<file path="src/rtl/fpu_mult_core.sv">
// rtl/fpu_mult_core.sv - IEEE 754 single-precision multiplier core with strobe/ack handshakes
// Build option: define FPU_DENORM_EN for full subnormal support; otherwise subnormals flush to zero.
module fpu_mult_core #(
  parameter logic [31:0] NAN_VALUE = 32'h7FC0_0000
) (
  input  logic        clk,
  input  logic        rst,
  input  logic [31:0] input_a,
  input  logic [31:0] input_b,
  input  logic        input_stb,
  output logic        input_ack,
  output logic [31:0] output_z,
  output logic        output_stb,
  input  logic        output_ack
);

  typedef enum logic [3:0] {
    GET_INPUT,
    UNPACK,
    SPECIAL,
    NORM_A,
    NORM_B,
    MULT_0,
    MULT_1,
    NORM_1,
    NORM_2,
    ROUND,
    PACK,
    PUT_Z
  } state_t;

  // Unbiased exponents live in a signed 10-bit range wide enough for
  // normalised subnormal operands (-149) and product overflow (+255).
  localparam logic signed [9:0] EMIN    = -10'sd126;
  localparam logic signed [9:0] EMIN_M1 = -10'sd127;
  localparam logic signed [9:0] EMAX    = 10'sd127;

  state_t            state;
  logic [31:0]       a, b;
  logic [23:0]       a_m, b_m, z_m;
  logic signed [9:0] a_e, b_e, z_e;
  logic              z_s;
  logic [47:0]       product;
  logic              guard, round_bit, sticky;

  logic a_nan, b_nan, a_inf, b_inf, a_zero, b_zero;
  logic [7:0]  exp_field;
  logic [31:0] pack_z;

  // Operand classification straight from the latched encodings.
  assign a_nan = (a[30:23] == 8'hFF) && (a[22:0] != 23'd0);
  assign b_nan = (b[30:23] == 8'hFF) && (b[22:0] != 23'd0);
  assign a_inf = (a[30:23] == 8'hFF) && (a[22:0] == 23'd0);
  assign b_inf = (b[30:23] == 8'hFF) && (b[22:0] == 23'd0);
`ifdef FPU_DENORM_EN
  assign a_zero = (a[30:23] == 8'h00) && (a[22:0] == 23'd0);
  assign b_zero = (b[30:23] == 8'h00) && (b[22:0] == 23'd0);
`else
  // Flush-to-zero: any subnormal operand behaves as a signed zero.
  assign a_zero = (a[30:23] == 8'h00);
  assign b_zero = (b[30:23] == 8'h00);
`endif

  assign exp_field = z_e[7:0] + 8'd127;

  // Final encoding: overflow saturates to infinity, exponent -126 without
  // the hidden bit encodes as a subnormal.
  always_comb begin
    pack_z = {z_s, exp_field, z_m[22:0]};
    if ((z_e == EMIN) && !z_m[23])
      pack_z[30:23] = 8'h00;
    if (z_e > EMAX)
      pack_z = {z_s, 8'hFF, 23'd0};
  end

  // Multi-cycle multiply sequencer with registered handshake outputs.
  always_ff @(posedge clk) begin
    if (rst) begin
      state      <= GET_INPUT;
      input_ack  <= 1'b1;
      output_stb <= 1'b0;
      output_z   <= 32'd0;
      a          <= 32'd0;
      b          <= 32'd0;
      a_m        <= 24'd0;
      b_m        <= 24'd0;
      z_m        <= 24'd0;
      a_e        <= 10'sd0;
      b_e        <= 10'sd0;
      z_e        <= 10'sd0;
      z_s        <= 1'b0;
      product    <= 48'd0;
      guard      <= 1'b0;
      round_bit  <= 1'b0;
      sticky     <= 1'b0;
    end else begin
      case (state)
        GET_INPUT: begin
          if (input_stb && input_ack) begin
            a         <= input_a;
            b         <= input_b;
            input_ack <= 1'b0;
            state     <= UNPACK;
          end
        end

        UNPACK: begin
          if (a[30:23] == 8'h00) begin
            a_e <= EMIN;
            a_m <= {1'b0, a[22:0]};
          end else begin
            a_e <= $signed({2'b00, a[30:23]}) - 10'sd127;
            a_m <= {1'b1, a[22:0]};
          end
          if (b[30:23] == 8'h00) begin
            b_e <= EMIN;
            b_m <= {1'b0, b[22:0]};
          end else begin
            b_e <= $signed({2'b00, b[30:23]}) - 10'sd127;
            b_m <= {1'b1, b[22:0]};
          end
          state <= SPECIAL;
        end

        SPECIAL: begin
          if (a_nan || b_nan) begin
            output_z   <= NAN_VALUE;
            output_stb <= 1'b1;
            state      <= PUT_Z;
          end else if (a_inf || b_inf) begin
            if (a_zero || b_zero)
              output_z <= NAN_VALUE;
            else
              output_z <= {a[31] ^ b[31], 8'hFF, 23'd0};
            output_stb <= 1'b1;
            state      <= PUT_Z;
          end else if (a_zero || b_zero) begin
            output_z   <= {a[31] ^ b[31], 31'd0};
            output_stb <= 1'b1;
            state      <= PUT_Z;
          end else begin
            state <= NORM_A;
          end
        end

        // Leave in the same cycle as the shift that sets the hidden bit.
        NORM_A: begin
          if (!a_m[23]) begin
            a_m <= {a_m[22:0], 1'b0};
            a_e <= a_e - 10'sd1;
            if (a_m[22])
              state <= NORM_B;
          end else begin
            state <= NORM_B;
          end
        end

        NORM_B: begin
          if (!b_m[23]) begin
            b_m <= {b_m[22:0], 1'b0};
            b_e <= b_e - 10'sd1;
            if (b_m[22])
              state <= MULT_0;
          end else begin
            state <= MULT_0;
          end
        end

        MULT_0: begin
          z_s     <= a[31] ^ b[31];
          z_e     <= a_e + b_e + 10'sd1;
          product <= {24'd0, a_m} * {24'd0, b_m};
          state   <= MULT_1;
        end

        MULT_1: begin
          z_m       <= product[47:24];
          guard     <= product[23];
          round_bit <= product[22];
          sticky    <= |product[21:0];
          state     <= NORM_1;
        end

        // Product of two normalised mantissas needs at most one left shift.
        NORM_1: begin
          if (!z_m[23]) begin
            z_e       <= z_e - 10'sd1;
            z_m       <= {z_m[22:0], guard};
            guard     <= round_bit;
            round_bit <= 1'b0;
            if (z_m[22])
              state <= NORM_2;
          end else begin
            state <= NORM_2;
          end
        end

`ifdef FPU_DENORM_EN
        // Denormalise toward exponent -126, folding shifted-out bits into sticky.
        NORM_2: begin
          if (z_e < EMIN) begin
            z_e       <= z_e + 10'sd1;
            z_m       <= {1'b0, z_m[23:1]};
            guard     <= z_m[0];
            round_bit <= guard;
            sticky    <= sticky | round_bit;
            if (z_e == EMIN_M1)
              state <= ROUND;
          end else begin
            state <= ROUND;
          end
        end
`else
        // Tiny results become signed zero in one pass-through cycle.
        NORM_2: begin
          if (z_e < EMIN) begin
            z_e       <= EMIN;
            z_m       <= 24'd0;
            guard     <= 1'b0;
            round_bit <= 1'b0;
            sticky    <= 1'b0;
          end
          state <= ROUND;
        end
`endif

        ROUND: begin
          if (guard && (round_bit || sticky || z_m[0])) begin
            if (z_m == 24'hFF_FFFF) begin
              z_m <= 24'h80_0000;
              z_e <= z_e + 10'sd1;
            end else begin
              z_m <= z_m + 24'd1;
            end
          end
          state <= PACK;
        end

        PACK: begin
          output_z   <= pack_z;
          output_stb <= 1'b1;
          state      <= PUT_Z;
        end

        PUT_Z: begin
          if (output_stb && output_ack) begin
            output_stb <= 1'b0;
            input_ack  <= 1'b1;
            state      <= GET_INPUT;
          end
        end

        default: begin
          state      <= GET_INPUT;
          input_ack  <= 1'b1;
          output_stb <= 1'b0;
        end
      endcase
    end
  end

endmodule
</file>
<file path="config.mk">
export PLATFORM = sky130hd
export DESIGN_NAME = fpu_mult_core
export DESIGN_NICKNAME = d
export VERILOG_FILES = /design/src/rtl/fpu_mult_core.sv
export SDC_FILE = /design/constraint.sdc
export NUM_CORES = 2
export LEC_CHECK = 0
export BUFFER_PORTS_ARGS = -buffer_cell sky130_fd_sc_hd__buf_2
export CELL_PAD_IN_SITES_DETAIL_PLACEMENT = 1
export CELL_PAD_IN_SITES_GLOBAL_PLACEMENT = 2
export CORE_AREA = 2 2 283 285
export DETAILED_ROUTE_END_ITERATION = 12
export DIE_AREA = 0 0 285 287
export PLACE_DENSITY_LB_ADDON = 0.15
export SYNTH_ARGS = -nofsm -noshare
export SYNTH_HDL_FRONTEND = slang
export SYNTH_SLANG_ARGS = --single-unit
</file>
<file path="constraint.sdc">
create_clock -name clk -period 7.9 [get_ports clk]
set_clock_uncertainty 0.05 [all_clocks]
set_input_delay 1.185 -clock clk [delete_from_list [all_inputs] [get_ports clk]]
set_output_delay 1.185 -clock clk [all_outputs]
set_load 0.1 [all_outputs]
</file>
==> flow_summary.ini <==
[routing]
avgRoutedWirePerCell_um = 20.8
antenna_left = 0
drt-initial-drc-count = 1397
wl_um = 101000
via_count = 25900
viasPerCell = 5.37
drtPass1Iterations = 5
drc = 0

[placement]
place_inst = 4770
post-dp-hpwl_um = 81000
place_area_sq_um = 33000
port_buffers = 101
place.gp.congestion = 0.858

[global_routing]
grt_pass1_vias = 29200
grt_pass1_wl_um = 164000
grt.total_usage_pct = 25.3
grt_start_max_net_pins = 94
grt-ovfl-total = 0
antenna_found_initial = 1

[run_status]
outcome = completed

[worst_setup_path]
cp-start-kind = register
critPathBufInv = 3
crit_path_max_fanout = 26
max_stage_delay_ns = 1.18
path_common_cell = fa_1
slowest_stage = dfxtp_1
endpoint_kind = register
cp_top_family = adder cells
worstPathCellList = and2_1 -> fa_1 -> fa_1 -> fa_1 -> fa_1 -> fa_1 -> fa_1 -> inv_1 -> fa_1 -> inv_1 -> ha_1 -> a21o_1 -> o21bai_1 -> a221o_1 -> a21oi_1 -> o22ai_1 -> a211oi_1 -> buf_4 -> o31a_1 -> o211ai_1
worstPathArrival_ns = 7.89
critPathRequiredTime_ns = 8.26
worstSetupPathType = reg2reg

[timing]
drv_slew = 0
worst_slew_margin_rel_pct = 13.3
hold_ws_ns = 0.398
rsz0062_at_grt = false
post-route-period-util_pct = 95.3
fin_tns_setup_ns = 0
worst_pin_slew_ns = 1.30
fmaxAchievable_mhz = 133
fin_crit_ns = 7.53
setup_viol = 0
final_hold_viol_count = 0

[die]
die_area_sq_um = 81800
die_h_um = 287
start_util_pct = 39.8
core_sq_um = 78600
ios = 102
die_x_um = 285
fp-row-count = 103

[cts]
cts_buffer_depth = 3
cts_max_level = 2
cts_root_buf = clkbuf_16
cts_num_sinks = 256
numCtsBuffers = 34
clock_latency_ns = 0.55
clk_pin_slew_ns = 0.06
postCtsSetupBuffers = 0
cts_tree = built

[power]
peakVddDrop_mv = 0.229
leakagePower_uw = 0.0156
cellPowerDensity_nw_per_um2 = 158

[synthesis]
yosysWarnings = 0
seq_area_frac_synth_pct = 16.4
syn_nets = 4503
synth.distinct_cells = 77
ys_ff_latch = 256
netlist_area_sq_um = 31300
synth_edf_count = 0
synth.avg_cell_area_sq_um = 8.35
syn_inst = 3751
async_reset_ff_share_pct = 0
synth-main-ff-cell = dfxtp_1

[finish]
drive_gt1_share_pct = 7.55
area_growth_syn_to_layout_pct = 9.06
multi_input_area_sq_um = 23200
stdcell_area_sq_um = 34100
post-route-util_pct = 43.4
ff_latch_area_sq_um = 5130
nNetsFinal = 4508
fin_cells = 4828
fillers = 9384

[job]
drv_cap = 0

[worst_hold_path]
hp-class = reg2reg
logic make-up (layout without fill, tap and decap cells):
group | after synthesis | in the layout | synth area share (%)
compound gates | 658 | 658 | 13.4
flops | 256 | 256 | 16.4
simple gates | 1287 | 1287 | 19.8
xor+xnor | 59 | 59 | 1.65
other cells | 0 | 2 | 0
buf+inv | 805 | 830 | 9.78
mux | 2 | 2 | 0.0639
fa+ha+maj | 684 | 684 | 38.9
where the power goes:
group	switching [uW]	total, uW	internal (uW)
Sequential	334	1790	1460
Combinational	1310	1960	654
Clock	646	1650	999
Total	2290	5400	3120
registers in the layout, indices dropped and copies added (netlist names):
name	cells
b_m	24
z_s	1
guard	1
b_e	10
output_stb	1
a	32
b	32
sticky	1
input_ack	1
z_e	10
product	48
z_m	24
state	4
a_m	24
output_z	32
round_bit	1
a_e	10
final cells by class:
| cell class | count | area share [%] |
|---|---|---|
| Multi-Input combinational cell | 2690 | 67.8 |
| Sequential cell | 256 | 15.0 |
| Inverter | 580 | 6.38 |
| Tap cell | 1050 | 3.85 |
| Timing Repair Buffer | 194 | 3.55 |
| Clock buffer | 45 | 2.85 |
| Clock inverter | 11 | 0.539 |
| Antenna cell | 2 | 0.0147 |
worst min-delay path: cells and delay by family, from the launching register on:
family          cells  cell delay, ns
compound gates      1            0.05
simple gates        1            0.05
flops               1            0.30
cells in the mapped netlist (6+ instances only):
cell | n | area share (%)
inv_1 | 579 | 6.9
buf_2 | 8 | 0.13
fa_1 | 484 | 31
a21boi_0 | 6 | 0.14
nand3_1 | 42 | 0.67
o311ai_0 | 6 | 0.17
or3_1 | 18 | 0.36
or2_2 | 8 | 0.16
and2_1 | 296 | 5.9
a22oi_1 | 83 | 2.0
nand2_1 | 613 | 7.3
a311oi_1 | 7 | 0.20
nand4_1 | 23 | 0.46
clkbuf_1 | 210 | 2.5
nor3b_1 | 12 | 0.29
nor3_1 | 45 | 0.72
ha_1 | 200 | 8.0
nor2b_1 | 10 | 0.20
nand3b_1 | 6 | 0.14
a31oi_1 | 16 | 0.32
a21oi_1 | 261 | 4.2
dfxtp_1 | 256 | 16
o21ai_0 | 115 | 1.8
a221o_1 | 7 | 0.22
a211oi_1 | 24 | 0.58
and3_1 | 27 | 0.54
xnor2_1 | 38 | 1.1
xor2_1 | 21 | 0.59
and4_1 | 11 | 0.31
nor2_1 | 130 | 1.6
a22o_1 | 11 | 0.31
a21o_1 | 38 | 0.91
nand2b_1 | 11 | 0.22
o211ai_1 | 8 | 0.19
nor4_1 | 21 | 0.42
o31ai_1 | 9 | 0.22
metrics by stage:
| step | worst slack (ns) | power, uW |
|---|---|---|
| floorplan | 1.18 | 3050 |
| global route | 0.0118 | 5740 |
| CTS | 0.334 | 5470 |
| global placement | 0.433 | 3720 |
| detailed placement | 0.361 | 3780 |
| finish | 0.371 | 5400 |
path summary, 6_finish.rpt:
| kind | cells after the start | from | to | slack, ns |
|---|---|---|---|---|
| setup / recovery | 20 | a_m[3] | product[41] | 0.37 |
| hold / removal | 2 | product[10] | product[10] | 0.40 |
| setup reg to reg | 20 | a_m[3] | product[41] | 0.37 |
| hold reg to reg | 2 | product[10] | product[10] | 0.40 |
cells in the final DEF, fill, tap and decap left out, types with 12 or more instances in the layout:
cell type | Yosys | layout
nor3b_1 | 12 | 12
ha_1 | 200 | 200
inv_1 | 579 | 579
a22oi_1 | 83 | 83
a31oi_1 | 16 | 16
a211oi_1 | 24 | 24
nand4_1 | 23 | 23
buf_2 | 8 | 100
or3_1 | 18 | 18
nor2_1 | 130 | 125
nor4_1 | 21 | 21
nand3_1 | 42 | 42
nor3_1 | 45 | 44
dfxtp_1 | 256 | 255
fa_1 | 484 | 484
buf_4 | 0 | 93
a21oi_1 | 261 | 261
o21ai_0 | 115 | 115
clkbuf_16 | 0 | 35
xor2_1 | 21 | 21
and2_1 | 296 | 296
and3_1 | 27 | 27
nand2_1 | 613 | 613
xnor2_1 | 38 | 38
a21o_1 | 38 | 38
metal layers:
layer | global-route usage, % | vias to the layer above | part of all wire, %
met4 | 7.02 | 0 | 2.7
met1 | 32.6 | 13400 | 44
li1 | - | 12000 | -
met3 | 2.05 | 140 | 2.5
met5 | 0 | - | 0
met2 | 45.4 | 391 | 50
what timing repair did:
item,CTS,global route
resized for setup,0,1
hold buffers,0,0
setup endpoints to repair,0,2
No activity file was read; power rests on OpenSTA's default activity.
